### config.mk
export PLATFORM = sky130hd
export DESIGN_NAME = x2050mvr
export DESIGN_NICKNAME = d
export VERILOG_FILES = /design/src/rtl/x2050mvr.sv
export SDC_FILE = /design/constraint.sdc
export NUM_CORES = 1
export LEC_CHECK = 0
export BUFFER_PORTS_ARGS = -buffer_cell sky130_fd_sc_hd__buf_4
export CORE_MARGIN = 2
export CORE_UTILIZATION = 35
export DETAILED_ROUTE_END_ITERATION = 8
export GPL_ROUTABILITY_DRIVEN = 0
export MAX_ROUTING_LAYER = met4
export PLACE_DENSITY = 0.69
export SYNTH_ARGS = -nofsm -noshare
export SYNTH_HDL_FRONTEND = slang
export SYNTH_SLANG_ARGS = --single-unit
### constraint.sdc
create_clock -name i_clk -period 1.7 [get_ports i_clk]
set_input_delay 0.17 -clock i_clk [delete_from_list [all_inputs] [get_ports i_clk]]
set_output_delay 0.17 -clock i_clk [all_outputs]
set_load 0.02 [all_outputs]
### src/rtl/x2050mvr.sv
// Mover stage of the 2050 data flow: stage 1 registers U/V/fn/dest, stage 2 applies
// the mover function into W and writes W back into MD, F or XTR.
module x2050mvr (
  input  logic       i_clk,
  input  logic       i_reset,
  input  logic       i_hold,
  input  logic       i_valid,
  input  logic [7:0] i_u_reg,
  input  logic [7:0] i_v_reg,
  input  logic [3:0] i_fn,
  input  logic [2:0] i_dest,
  input  logic       i_dd_sample,
  output logic [7:0] o_w_reg,
  output logic       o_w_valid,
  output logic [3:0] o_md_reg,
  output logic [3:0] o_f_reg,
  output logic [7:0] o_xtr,
  output logic       o_w_zero,
  output logic       o_w_lo_invalid,
  output logic       o_fn_err,
  output logic       o_dd_ack
);

  logic       s1_valid;
  logic [7:0] s1_u;
  logic [7:0] s1_v;
  logic [3:0] s1_fn;
  logic [2:0] s1_dest;
  logic       s1_dd;

  logic [7:0] w_next;
  logic       fn_rsvd;

  always_comb begin
    w_next  = 8'h00;
    fn_rsvd = 1'b0;
    case (s1_fn)
      4'd0:    w_next = s1_u | s1_v;
      4'd1:    w_next = s1_u & s1_v;
      4'd2:    w_next = s1_u ^ s1_v;
      4'd3:    w_next = s1_u;
      4'd4:    w_next = s1_v;
      4'd5:    w_next = {s1_u[7:4], s1_v[3:0]};
      4'd6:    w_next = {s1_v[7:4], s1_u[3:0]};
      4'd7:    w_next = {s1_u[3:0], s1_u[7:4]};
      4'd8:    w_next = {4'h0, s1_u[7:4]};
      4'd9:    w_next = {s1_u[3:0], 4'h0};
      default: fn_rsvd = 1'b1;
    endcase
  end

  always_ff @(posedge i_clk) begin
    if (i_reset) begin
      s1_valid <= 1'b0;
      s1_u     <= 8'h00;
      s1_v     <= 8'h00;
      s1_fn    <= 4'h0;
      s1_dest  <= 3'h0;
      s1_dd    <= 1'b0;
    end else if (!i_hold) begin
      s1_valid <= i_valid;
      if (i_valid) begin
        s1_u    <= i_u_reg;
        s1_v    <= i_v_reg;
        s1_fn   <= i_fn;
        s1_dest <= i_dest;
        s1_dd   <= i_dd_sample;
      end
    end
  end

  // No bypass: the upstream block sees MD/F/XTR only after this edge.
  always_ff @(posedge i_clk) begin
    if (i_reset) begin
      o_w_reg        <= 8'h00;
      o_w_valid      <= 1'b0;
      o_md_reg       <= 4'h0;
      o_f_reg        <= 4'h0;
      o_xtr          <= 8'h00;
      o_w_zero       <= 1'b0;
      o_w_lo_invalid <= 1'b0;
      o_fn_err       <= 1'b0;
      o_dd_ack       <= 1'b0;
    end else if (!i_hold) begin
      if (s1_valid) begin
        o_w_reg        <= w_next;
        o_w_valid      <= 1'b1;
        o_w_zero       <= (w_next == 8'h00);
        o_w_lo_invalid <= (w_next[3:0] > 4'd9);
        o_fn_err       <= fn_rsvd;
        o_dd_ack       <= s1_dd;
        case (s1_dest)
          3'd1: o_md_reg <= w_next[3:0];
          3'd2: o_f_reg  <= w_next[3:0];
          3'd3: o_xtr    <= w_next;
          3'd4: begin
            o_md_reg <= w_next[7:4];
            o_f_reg  <= w_next[3:0];
          end
          default: ;
        endcase
      end else begin
        o_w_valid      <= 1'b0;
        o_w_zero       <= 1'b0;
        o_w_lo_invalid <= 1'b0;
        o_fn_err       <= 1'b0;
        o_dd_ack       <= 1'b0;
      end
    end
  end

endmodule

==> flow_metrics.env <==
export IMPL_layout_worst_path_cycle_share_pct=104
export IMPL_die_area_sq_um=9250
export IMPL_cts_root_buf="clkbuf_8"
export IMPL_synth_cell_area_sq_um=2970
export IMPL_worst_setup_path_start_kind="flop"
export IMPL_area_contributors_post_synth="dfxtp_1 36%, nand2_1 7.2%, ha_1 6.7%"
export IMPL_failed_checks="negative setup slack"
export IMPL_cts_hold_buffers=0
export IMPL_post_route_cells_drive_above_1_share_pct=40.2
export IMPL_insertedDiodeCount=0
export IMPL_dr_total_vias=2891
export IMPL_worstHoldPathType="input port to flop"
export IMPL_synth_ff_type="dfxtp_1"
export IMPL_syn_num_nets=404
export IMPL_die_w_microns=96.2
export IMPL_clock_sinks=54
export IMPL_synthesis_instances=360
export IMPL_grt_busiest_layer="met2"
export IMPL_hold_slack_ps=81.9
export IMPL_synth_enable_flop_cells=0
export IMPL_placed_cell_area_sq_um=3790
export IMPL_ctsHtreeMaxLevel=2
export IMPL_grtUsageTotal_pct=18.8
export IMPL_fmax_ghz=0.568
export IMPL_finalHoldViolCount=0
export IMPL_port_buffers=56
export IMPL_first_pass_grt_wire_length_mm=13.2
export IMPL_drt_pass1_iter_count=4
export IMPL_initial_antenna_violation_count=0
export IMPL_grt_util_met2_pct=30.1
export IMPL_yosys_register_bits=54
export IMPL_worstReg2RegStart="s1_fn[2]"
export IMPL_ys_types=54
export IMPL_tritoncts="built"
export IMPL_worstMarginPinSlew_ps=477
export IMPL_route_antenna_remaining_nets=0
export IMPL_drv_cap=0
export IMPL_setup_slack_of_the_critical_path_after_layout_ps=-60.7
export IMPL_report_final_setup_viol=7
export IMPL_io_pins=57
export IMPL_globalRoute_totalOverflow=0
export IMPL_insertion_delay_ps=320
export IMPL_grt_pass1_vias=2788
export IMPL_vias_per_cell=5.13
export IMPL_cts_buffer_depth=2
export IMPL_yosysTopAreaCell="dfxtp_1"
export IMPL_end_of_the_worst_register_to_register_path="o_w_zero"
export IMPL_initial_utilization_pct=36.2
export IMPL_worstSetupEndpointType="flop"
export IMPL_post_synth_cell_area_avg_sq_um=8.26
export IMPL_period_minus_slack_ps=1760
export IMPL_worst_endpoint_required_ps=1950
export IMPL_globalRouteMet3Util_pct=1.96
export IMPL_fp_dieH_microns=96.2
export IMPL_initialDrtViolationCount=107
export IMPL_vdd_drop_max_mv=0.398
export IMPL_worstSetupStartpoint="s1_fn[2]"
export IMPL_synth_async_reset_ratio_pct=0
export IMPL_gr_usage_met1_pct=24.4
export IMPL_critical_path_cell_chain="buf_6 -> buf_6 -> nor4b_2 -> a31o_2 -> a221oi_4 -> and2_1 -> nand4_1 -> o22ai_1"
export IMPL_p_per_area_nw_per_um2=653
export IMPL_postLayoutCoreUtil_pct=50.6
export IMPL_classification_of_the_worst_setup_path="flop to flop"
export IMPL_yosysWarnings=0
export IMPL_cpPeakStageDelay_ps=400
export IMPL_reg2regPathDepth=8
export IMPL_static_leakage_power_nw=1.71
export IMPL_worst_path_max_fanout=6
export IMPL_crit_top_cell="buf_6"
export IMPL_worstSetupEndpoint="o_w_zero"
export IMPL_timing_slew_headroom_pct=68.2
export IMPL_post_route_cell_area_sq_um=4160
export IMPL_area_delta_synth_final_pct=39.9
export IMPL_worst_ep_arrival_time_ps=2010
export IMPL_rsz0062_at_grt="true"
export IMPL_report_final_slew_viol_count=0
export IMPL_worst_setup_hold_path_clk_slew_ps=100
export IMPL_total_wire_length_mm=8.16
export IMPL_synth_top_cell_area_share_pct=36.4
export IMPL_maximum_number_of_pins_on_one_net_before_global_route_repair=37
export IMPL_design_core_area_sq_um=8220
export IMPL_cp_slowest_cell="dfxtp_4"
export IMPL_routedWlPerCell_microns=14.5
export IMPL_r2r_slack_ps=-60
export IMPL_outcome="finished, violations left"
export IMPL_drt_drc_violations_left=0
export IMPL_synth_seq_area_share_pct=36.4
export IMPL_design_final_nets=501
export IMPL_timing_clock_skew_ps=4.68
export IMPL_cts_inserted_buffers=5
export IMPL_dpl_hpwl_mm=6.01
export IMPL_fp_row_count=33
export IMPL_fillCellCount=777
## through the flow
| step | setup slack [ps] | power [W] | TNS [ps] | instances |
|---|---|---|---|---|
| 6_report | -60.7 | 0.00272 | -188 | 563 |
| 5_1_grt | -117 | 0.00286 | -1490 | 563 |
| 4_1_cts | -52.2 | 0.00272 | -74.9 | 563 |
| 3_5_place_dp | -196 | 0.00190 | -1570 | 548 |
| 3_3_place_gp | -116 | 0.00189 | -767 | 548 |
| 2_1_floorplan | 2.19 | 0.00166 | 0 | 360 |
## what timing repair did
action	4_1_cts	5_1_grt
buffers inserted	8	0
pin swaps	10	9
setup endpoints to repair	25	26
resized for setup	39	23
cloned	0	0
## worst min-delay path by stage
stage | from | to | depth (start not counted)
floorplan | i_dd_sample | s1_dd | 2
global placement | i_v_reg[0] | s1_v[0] | 3
detailed placement | i_v_reg[2] | s1_v[2] | 3
CTS | i_u_reg[7] | s1_u[7] | 3
global route | i_u_reg[6] | s1_u[6] | 3
finish | i_v_reg[2] | s1_v[2] | 3
## cell usage in the layout (no fill, tap or decap), types with 3 or more instances in the layout
| cell | synthesis | routed |
|---|---|---|
| a22o_1 | 4 | 4 |
| buf_4 | 3 | 111 |
| clkbuf_8 | 0 | 5 |
| o21ai_2 | 0 | 4 |
| nor2_1 | 31 | 30 |
| a211oi_2 | 2 | 9 |
| nand3b_1 | 7 | 7 |
| nand2b_1 | 5 | 5 |
| dfxtp_2 | 0 | 11 |
| dfxtp_1 | 54 | 39 |
| a21oi_1 | 39 | 37 |
| nand2_1 | 57 | 57 |
| ha_1 | 16 | 14 |
| nand3_1 | 5 | 5 |
| nor2b_1 | 8 | 8 |
| nand4_1 | 3 | 3 |
| a211oi_1 | 20 | 13 |
| dfxtp_4 | 0 | 4 |
| inv_1 | 18 | 17 |
| buf_6 | 7 | 4 |
| mux2i_1 | 12 | 11 |
| and3_1 | 3 | 3 |
## layer usage
metal	share of wire [%]	vias to the layer above
li1	-	1443
met1	47	1364
met2	48	68
met3	3.1	16
met4	2.4	0
met5	0	-
## layout make-up
| cell class | instances | area, sq um | area share, % |
|---|---|---|---|
| clock buffer | 5 | 68.8 | 1.65 |
| clock inverter | 3 | 28.8 | 0.692 |
| inverter | 19 | 71.3 | 1.71 |
| multi-input combinational | 258 | 1800 | 43.3 |
| sequential | 54 | 1110 | 26.7 |
| tap | 105 | 131 | 3.16 |
| timing repair buffer | 119 | 948 | 22.8 |
## synthesized netlist by cell type, drive strengths merged (2+ instances only)
cell,n
o21ai,5
buf,15
mux2i,12
a211oi,22
nor4,2
a32o,2
ha,16
a22o,4
nand3,5
nand3b,7
a311oi,2
a22oi,2
nand2,57
nor2b,8
and3,3
a21oi,39
o22ai,2
xnor2,2
dfxtp,54
nand4,3
nor3,3
nor2,32
or2b,2
or3,3
nand2b,5
or3b,2
inv,19
clkbuf,14
## critical path, delay by kind of cell, from the launching register on
family,cells,cell delay (ps)
AOI/OAI and AO/OA,3,730
DFF,1,400
and+or+nand+nor,3,330
buffers and inverters,2,240
## kinds of logic (layout without fill, tap and decap cells)
family / after synthesis / count (layout) / share of synthesized area, %
simple gates: 139 / 139 / 22.9
compound gates: 87 / 87 / 20.2
flops: 54 / 54 / 36.4
buf+inv: 48 / 146 / 8.33
fa+ha+maj: 16 / 16 / 6.73
mux: 13 / 13 / 4.55
xor+xnor: 3 / 3 / 0.884
## power by group
part           leakage, nW  internal, W  switching, W  total, W
Sequential           0.446      0.00130     0.0000392   0.00134
Clock               0.0506     0.000309      0.000469  0.000779
Combinational         1.21     0.000303      0.000296  0.000598
Total                 1.71      0.00191      0.000804   0.00272
Power figures use the tool's default switching activity.
